File: src/rtl/pong_game_ctrl.sv
// Game-flow controller for the Pong datapath: sequences new-game, serve-delay,
// play and game-over phases, keeps both scores and emits sound event pulses.
module pong_game_ctrl #(
  parameter int WIN_SCORE   = 9,
  parameter int WAIT_CYCLES = 200_000_000
) (
  input  logic       clk,
  input  logic       reset,
  input  logic [3:0] btn,
  input  logic [1:0] hit,
  input  logic       miss,
  output logic       gra_still,
  output logic [3:0] score_l,
  output logic [3:0] score_r,
  output logic       game_over,
  output logic       winner,
  output logic       hit_pulse,
  output logic       miss_pulse
);

  localparam int TW = (WAIT_CYCLES > 1) ? $clog2(WAIT_CYCLES) : 1;
  localparam logic [TW-1:0] TLOAD = TW'(WAIT_CYCLES - 1);
  localparam logic [TW-1:0] TONE  = TW'(1);
  localparam logic [3:0]    WIN   = 4'(WIN_SCORE);

  typedef enum logic [1:0] {S_NEWGAME, S_PLAY, S_NEWBALL, S_OVER} state_t;

  state_t        r_state, w_state_n;
  logic [1:0]    r_hit_d;
  logic          r_miss_d, r_btn_any_d;
  logic          r_last_hitter, w_last_n;
  logic [TW-1:0] r_timer, w_timer_n;
  logic [3:0]    r_score_l, r_score_r, w_score_l_n, w_score_r_n;
  logic          r_winner, w_winner_n;
  logic          r_hit_pulse, r_miss_pulse, w_hit_pulse_n, w_miss_pulse_n;

  logic [1:0]    w_hit_edge;
  logic          w_miss_edge, w_btn_edge;
  logic          w_lh_hit;
  logic [3:0]    w_point;

  assign w_hit_edge  = hit & ~r_hit_d;
  assign w_miss_edge = miss & ~r_miss_d;
  assign w_btn_edge  = (|btn) & ~r_btn_any_d;

  // Delayed copies of the inputs for rising-edge detection, updated in every state.
  // btn_any_d resets high so a button held through reset cannot start a game.
  always_ff @(posedge clk or posedge reset) begin
    if (reset) begin
      r_hit_d     <= 2'b00;
      r_miss_d    <= 1'b0;
      r_btn_any_d <= 1'b1;
    end else begin
      r_hit_d     <= hit;
      r_miss_d    <= miss;
      r_btn_any_d <= |btn;
    end
  end

  // State, timer, scores, winner, last hitter and event pulse registers.
  always_ff @(posedge clk or posedge reset) begin
    if (reset) begin
      r_state       <= S_NEWGAME;
      r_last_hitter <= 1'b1;
      r_timer       <= '0;
      r_score_l     <= 4'd0;
      r_score_r     <= 4'd0;
      r_winner      <= 1'b0;
      r_hit_pulse   <= 1'b0;
      r_miss_pulse  <= 1'b0;
    end else begin
      r_state       <= w_state_n;
      r_last_hitter <= w_last_n;
      r_timer       <= w_timer_n;
      r_score_l     <= w_score_l_n;
      r_score_r     <= w_score_r_n;
      r_winner      <= w_winner_n;
      r_hit_pulse   <= w_hit_pulse_n;
      r_miss_pulse  <= w_miss_pulse_n;
    end
  end

  // Next-state and next-register logic; hit edges are applied before a same-cycle miss.
  always_comb begin
    w_state_n      = r_state;
    w_last_n       = r_last_hitter;
    w_timer_n      = r_timer;
    w_score_l_n    = r_score_l;
    w_score_r_n    = r_score_r;
    w_winner_n     = r_winner;
    w_hit_pulse_n  = 1'b0;
    w_miss_pulse_n = 1'b0;
    w_lh_hit       = r_last_hitter;
    w_point        = 4'd0;
    case (r_state)
      S_NEWGAME: begin
        if (w_btn_edge) begin
          w_score_l_n = 4'd0;
          w_score_r_n = 4'd0;
          w_last_n    = 1'b1;
          w_state_n   = S_PLAY;
        end
      end
      S_PLAY: begin
        if (w_hit_edge[0]) w_lh_hit = 1'b0;
        if (w_hit_edge[1]) w_lh_hit = 1'b1;
        w_last_n      = w_lh_hit;
        w_hit_pulse_n = |w_hit_edge;
        if (w_miss_edge) begin
          w_miss_pulse_n = 1'b1;
          if (w_lh_hit) begin
            w_point     = r_score_r + 4'd1;
            w_score_r_n = w_point;
          end else begin
            w_point     = r_score_l + 4'd1;
            w_score_l_n = w_point;
          end
          w_timer_n = TLOAD;
          if (w_point == WIN) begin
            w_winner_n = w_lh_hit;
            w_state_n  = S_OVER;
          end else begin
            w_state_n  = S_NEWBALL;
          end
        end
      end
      S_NEWBALL: begin
        if (r_timer == '0) begin
          w_last_n  = 1'b1;
          w_state_n = S_PLAY;
        end else begin
          w_timer_n = r_timer - TONE;
        end
      end
      S_OVER: begin
        if (r_timer == '0) w_state_n = S_NEWGAME;
        else               w_timer_n = r_timer - TONE;
      end
      default: w_state_n = S_NEWGAME;
    endcase
  end

  assign gra_still  = (r_state != S_PLAY);
  assign game_over  = (r_state == S_OVER);
  assign score_l    = r_score_l;
  assign score_r    = r_score_r;
  assign winner     = r_winner;
  assign hit_pulse  = r_hit_pulse;
  assign miss_pulse = r_miss_pulse;

endmodule
File: config.mk
export PLATFORM = sky130hd
export DESIGN_NAME = pong_game_ctrl
export DESIGN_NICKNAME = d
export VERILOG_FILES = /design/src/rtl/pong_game_ctrl.sv
export SDC_FILE = /design/constraint.sdc
export NUM_CORES = 1
export LEC_CHECK = 0
export CAP_MARGIN = 30
export CORE_MARGIN = 5
export CORE_UTILIZATION = 50
export CTS_BUF_LIST = sky130_fd_sc_hd__clkbuf_4
export CTS_CLUSTER_SIZE = 24
export DETAILED_ROUTE_END_ITERATION = 10
export HOLD_SLACK_MARGIN = 0.08
export PLACE_DENSITY = 0.72
export SYNTH_ARGS = -nofsm -noshare
export SYNTH_HDL_FRONTEND = slang
export SYNTH_SLANG_ARGS = --single-unit
File: constraint.sdc
create_clock -name clk -period 3.1 [get_ports clk]
set_input_delay 0.62 -clock clk [delete_from_list [all_inputs] [get_ports clk]]
set_output_delay 0.62 -clock clk [all_outputs]
set_load 0.01 [all_outputs]
==> summary.json <==
{
  "run_status": {"value": "finished clean"},
  "routed_wire_length_per_instance": {"value": 14.9, "unit": "um"},
  "timing.critical_path.slowest_cell_delay": {"value": 0.55, "unit": "ns"},
  "synth_top_cell_by_area": {"value": "sky130_fd_sc_hd__dfrtp_1"},
  "num_antenna_cells": {"value": 0},
  "postRouteAntennaNets": {"value": 0},
  "cts-buffers-inserted": {"value": 5},
  "grt_max_degree": {"value": 23},
  "grt_pass1_wl": {"value": 8.83, "unit": "mm"},
  "postSynth.topFlopCell": {"value": "sky130_fd_sc_hd__dfrtp_1"},
  "gr-max-usage-layer": {"value": "met2"},
  "vias": {"value": 1926},
  "multi_input_area": {"value": 0.00122, "unit": "sq mm"},
  "final_net_count": {"value": 286},
  "period_share": {"value": 0.766},
  "crit_start": {"value": "r_state[1]"},
  "seq_area_frac_synth": {"value": 0.469},
  "mappedNetlistNets": {"value": 260},
  "netlist_top_cells_area": {"value": "sky130_fd_sc_hd__dfrtp_1 45%, sky130_fd_sc_hd__xor2_1 3.6%, sky130_fd_sc_hd__nor2_1 3.5%"},
  "detailedPlacementHpwl": {"value": 3.69, "unit": "mm"},
  "post_cts.resized_instances": {"value": 0},
  "hold_viol": {"value": 0},
  "clock.fmax": {"value": 421, "unit": "MHz"},
  "ir_worst_vdd": {"value": 0.195, "unit": "mV"},
  "critical-path-slowest-cell": {"value": "sky130_fd_sc_hd__clkdlybuf4s50_1"},
  "timing.max_slew.rel_slack": {"value": 0.634},
  "regToRegSetupSlack": {"value": 0.78, "unit": "ns"},
  "overall_global_routing_usage": {"value": 0.177},
  "globalRouteOverflowTotal": {"value": 0},
  "h_tree_lvl_count": {"value": 2},
  "total_leakage_power": {"value": 1.01, "unit": "nW"},
  "worst_setup_path_end_kind": {"value": "output pin"},
  "setup_tns_final": {"value": 0, "unit": "ns"},
  "min_period": {"value": 2.38, "unit": "ns"},
  "skew": {"value": 0.0156, "unit": "ns"},
  "synth_area_per_cell": {"value": 9.95, "unit": "sq um"},
  "seqCellArea": {"value": 0.00115, "unit": "sq mm"},
  "hold_end": {"value": "r_last_hitter"},
  "number_of_vias_per_cell": {"value": 5.65},
  "yosys.cell_types.count": {"value": 56},
  "nFillCells": {"value": 416},
  "unrepaired_setup_endpoints_after_global_routing": {"value": "no"},
  "timing_worst_slew_pin_value": {"value": 0.545, "unit": "ns"},
  "remaining_drcs": {"value": 0},
  "hold_start": {"value": "r_last_hitter"},
  "yosysWarningCount": {"value": 0},
  "core_region_area": {"value": 0.00475, "unit": "sq mm"},
  "ioPinCount": {"value": 22},
  "dr.first_iter.drc_count": {"value": 102},
  "cts_tree": {"value": "done"},
  "antenna_found_initial": {"value": 0},
  "area_growth_syn_to_layout": {"value": 14.4, "unit": "%"},
  "grt_pass1_vias": {"value": 1856},
  "p_per_area": {"value": 330, "unit": "mW/mm^2"},
  "portBuffers": {"value": 21},
  "hp-class": {"value": "reg -> reg"},
  "cp_data_arrival_time": {"value": 1.76, "unit": "ns"},
  "cts_hold_buffers": {"value": 0},
  "routed_wirelength": {"value": 5.08, "unit": "mm"},
  "ys_seq_elements": {"value": 46},
  "grt.met3_usage": {"value": 0.0336},
  "groute.layer.met1.usage": {"value": 0.249},
  "async_flop_share": {"value": 1.00},
  "postSynthCellCount": {"value": 247},
  "regToRegEndpoint": {"value": "r_timer[0]"},
  "clock_latency": {"value": 0.37, "unit": "ns"},
  "layout-drive-gt1-share": {"value": 0.113},
  "start_kind": {"value": "flip-flop"},
  "cts.clk_slew.worst_paths": {"value": 0.14, "unit": "ns"},
  "cts_sinks": {"value": 46},
  "cp_num_buf_inv": {"value": 2},
  "synth.top_cell.area_share": {"value": 0.448},
  "cp.required": {"value": 2.48, "unit": "ns"},
  "top_delay_family_on_crit_path": {"value": "buffers and inverters"},
  "timing_max_transition_violations_final": {"value": 0},
  "die_y": {"value": 80.1, "unit": "um"},
  "hold-path-cell-count": {"value": 2},
  "crit-reg2reg-launch": {"value": "r_timer[0]"},
  "finalWeightedCongestion": {"value": 0.842},
  "die_width": {"value": 80.1, "unit": "um"},
  "clock_root_buffer": {"value": "sky130_fd_sc_hd__clkbuf_4"},
  "met2_usage": {"value": 0.272},
  "path_class": {"value": "reg -> out"},
  "synth_enable_flop_cells": {"value": 0},
  "setup_slack": {"value": 0.724, "unit": "ns"},
  "placement.setup.worst_slack": {"value": 0.710, "unit": "ns"},
  "drt-pass1-iter-count": {"value": 4},
  "critPathMaxFanout": {"value": 18},
  "dieArea": {"value": 0.00642, "unit": "sq mm"},
  "path_cells": {"value": "buf_4 -> and2_1 -> clkdlybuf4s50_1"},
  "timing.final.setup_violations": {"value": 0},
  "cts_setup_buffers": {"value": 0},
  "timing.reg2reg.worst_path_depth": {"value": 7},
  "cts-root-to-sink-buffers": {"value": 2},
  "cap_viol_max_count": {"value": 0},
  "synth_area": {"value": 0.00246, "unit": "sq mm"},
  "floorplan.rows": {"value": 25},
  "floorplan.initialDensity": {"value": 0.517}
}
layout by cell type (no fill, tap or decap), types with 3 or more instances in the layout:
cell type	synthesis	final
sky130_fd_sc_hd__a31oi_1	3	3
sky130_fd_sc_hd__nand2_1	15	15
sky130_fd_sc_hd__clkdlybuf4s50_1	0	21
sky130_fd_sc_hd__o2111ai_1	3	3
sky130_fd_sc_hd__ha_1	4	4
sky130_fd_sc_hd__nor4_1	8	8
sky130_fd_sc_hd__xnor2_1	5	5
sky130_fd_sc_hd__buf_4	1	5
sky130_fd_sc_hd__or3_1	5	5
sky130_fd_sc_hd__inv_1	12	11
sky130_fd_sc_hd__mux2i_1	3	3
sky130_fd_sc_hd__nor3_1	7	7
sky130_fd_sc_hd__or4_1	8	8
sky130_fd_sc_hd__nand4_1	4	4
sky130_fd_sc_hd__dfrtp_1	44	44
sky130_fd_sc_hd__a21oi_1	9	9
sky130_fd_sc_hd__nand2b_1	4	4
sky130_fd_sc_hd__o211ai_1	3	3
sky130_fd_sc_hd__nor2_1	23	23
sky130_fd_sc_hd__xor2_1	10	10
sky130_fd_sc_hd__o21ai_0	12	12
sky130_fd_sc_hd__o31ai_1	5	5
sky130_fd_sc_hd__clkbuf_4	0	5
sky130_fd_sc_hd__nand3_1	9	9
synthesized netlist by cell type, types with 3 or more instances:
cell / number
sky130_fd_sc_hd__mux2i_1: 3
sky130_fd_sc_hd__a21oi_1: 9
sky130_fd_sc_hd__nand4_1: 4
sky130_fd_sc_hd__ha_1: 4
sky130_fd_sc_hd__xor2_1: 10
sky130_fd_sc_hd__nor2_1: 23
sky130_fd_sc_hd__nand2_1: 15
sky130_fd_sc_hd__nand3_1: 9
sky130_fd_sc_hd__dfrtp_1: 44
sky130_fd_sc_hd__nand2b_1: 4
sky130_fd_sc_hd__nor4_1: 8
sky130_fd_sc_hd__a31oi_1: 3
sky130_fd_sc_hd__inv_1: 12
sky130_fd_sc_hd__o211ai_1: 3
sky130_fd_sc_hd__or3_1: 5
sky130_fd_sc_hd__nor3_1: 7
sky130_fd_sc_hd__or4_1: 8
sky130_fd_sc_hd__o2111ai_1: 3
sky130_fd_sc_hd__clkbuf_1: 4
sky130_fd_sc_hd__xnor2_1: 5
sky130_fd_sc_hd__o21ai_0: 12
sky130_fd_sc_hd__o31ai_1: 5
worst min-delay path: stages, from the launching register on:
cell	delay (ns)
sky130_fd_sc_hd__dfstp_2	0.42
sky130_fd_sc_hd__inv_1	0.06
sky130_fd_sc_hd__a22oi_1	0.06
cell type report:
cell class              instances  share of cell area
multi-input cells             182               0.435
flip-flops and latches         46               0.410
repair buffers                 26              0.0881
well taps                      67              0.0298
inverters                      12              0.0160
clock buffers                   5              0.0134
clock inverters                 3             0.00757
state kept, by name (all words and copies together), names as in the netlist:
register	count
r_timer	28
miss_pulse	1
winner	1
hit_pulse	1
r_state	2
r_btn_any_d	1
r_miss_d	1
r_last_hitter	1
r_hit_d	2
score_l	4
score_r	4
metal layers:
layer | up-vias | wire [um]
met5 | - | 0
met4 | 0 | 94
met3 | 8 | 143
met2 | 31 | 2290
met1 | 915 | 2550
li1 | 972 | -
cells by family after synthesis:
logic type | after synthesis | share of synthesized area
xor gates and xnor gates | 15 | 0.0534
AOI/OAI and AO/OA | 53 | 0.146
muxes | 4 | 0.0168
DFF | 46 | 0.469
adders and majority gates | 4 | 0.0204
buffers and inverters | 19 | 0.0336
and+or+nand+nor | 106 | 0.261
through the flow:
step / hold WS, ns / power (mW) / cells / utilization / cell area [sq um]
3_5_place_dp: 0.508 / 0.650 / 333 / 0.579 / 2750
5_1_grt: 0.558 / 0.970 / 341 / 0.591 / 2810
4_1_cts: 0.530 / 0.944 / 341 / 0.591 / 2810
3_3_place_gp: 0.494 / 0.650 / 333 / 0.579 / 2750
6_report: 0.527 / 0.928 / 341 / 0.591 / 2810
2_1_floorplan: 0.479 / 0.631 / 247 / - / 2460
power by group:
group          leakage (nW)  switching [mW]  internal [mW]
Clock                0.0312           0.202         0.0884
Combinational         0.476          0.0193         0.0143
Sequential            0.504         0.00116          0.603
Total                  1.01           0.223          0.706
how the worst max path moves through the flow:
stage / endpoint / slack [ns] / depth (start not counted)
floorplan: r_timer[14] / 1.12 / 8
global placement: r_timer[5] / 0.74 / 7
detailed placement: score_l[3] / 0.71 / 6
CTS: game_over / 0.70 / 3
global route: r_timer[14] / 0.55 / 5
finish: game_over / 0.72 / 3
Power figures use the tool's default switching activity.
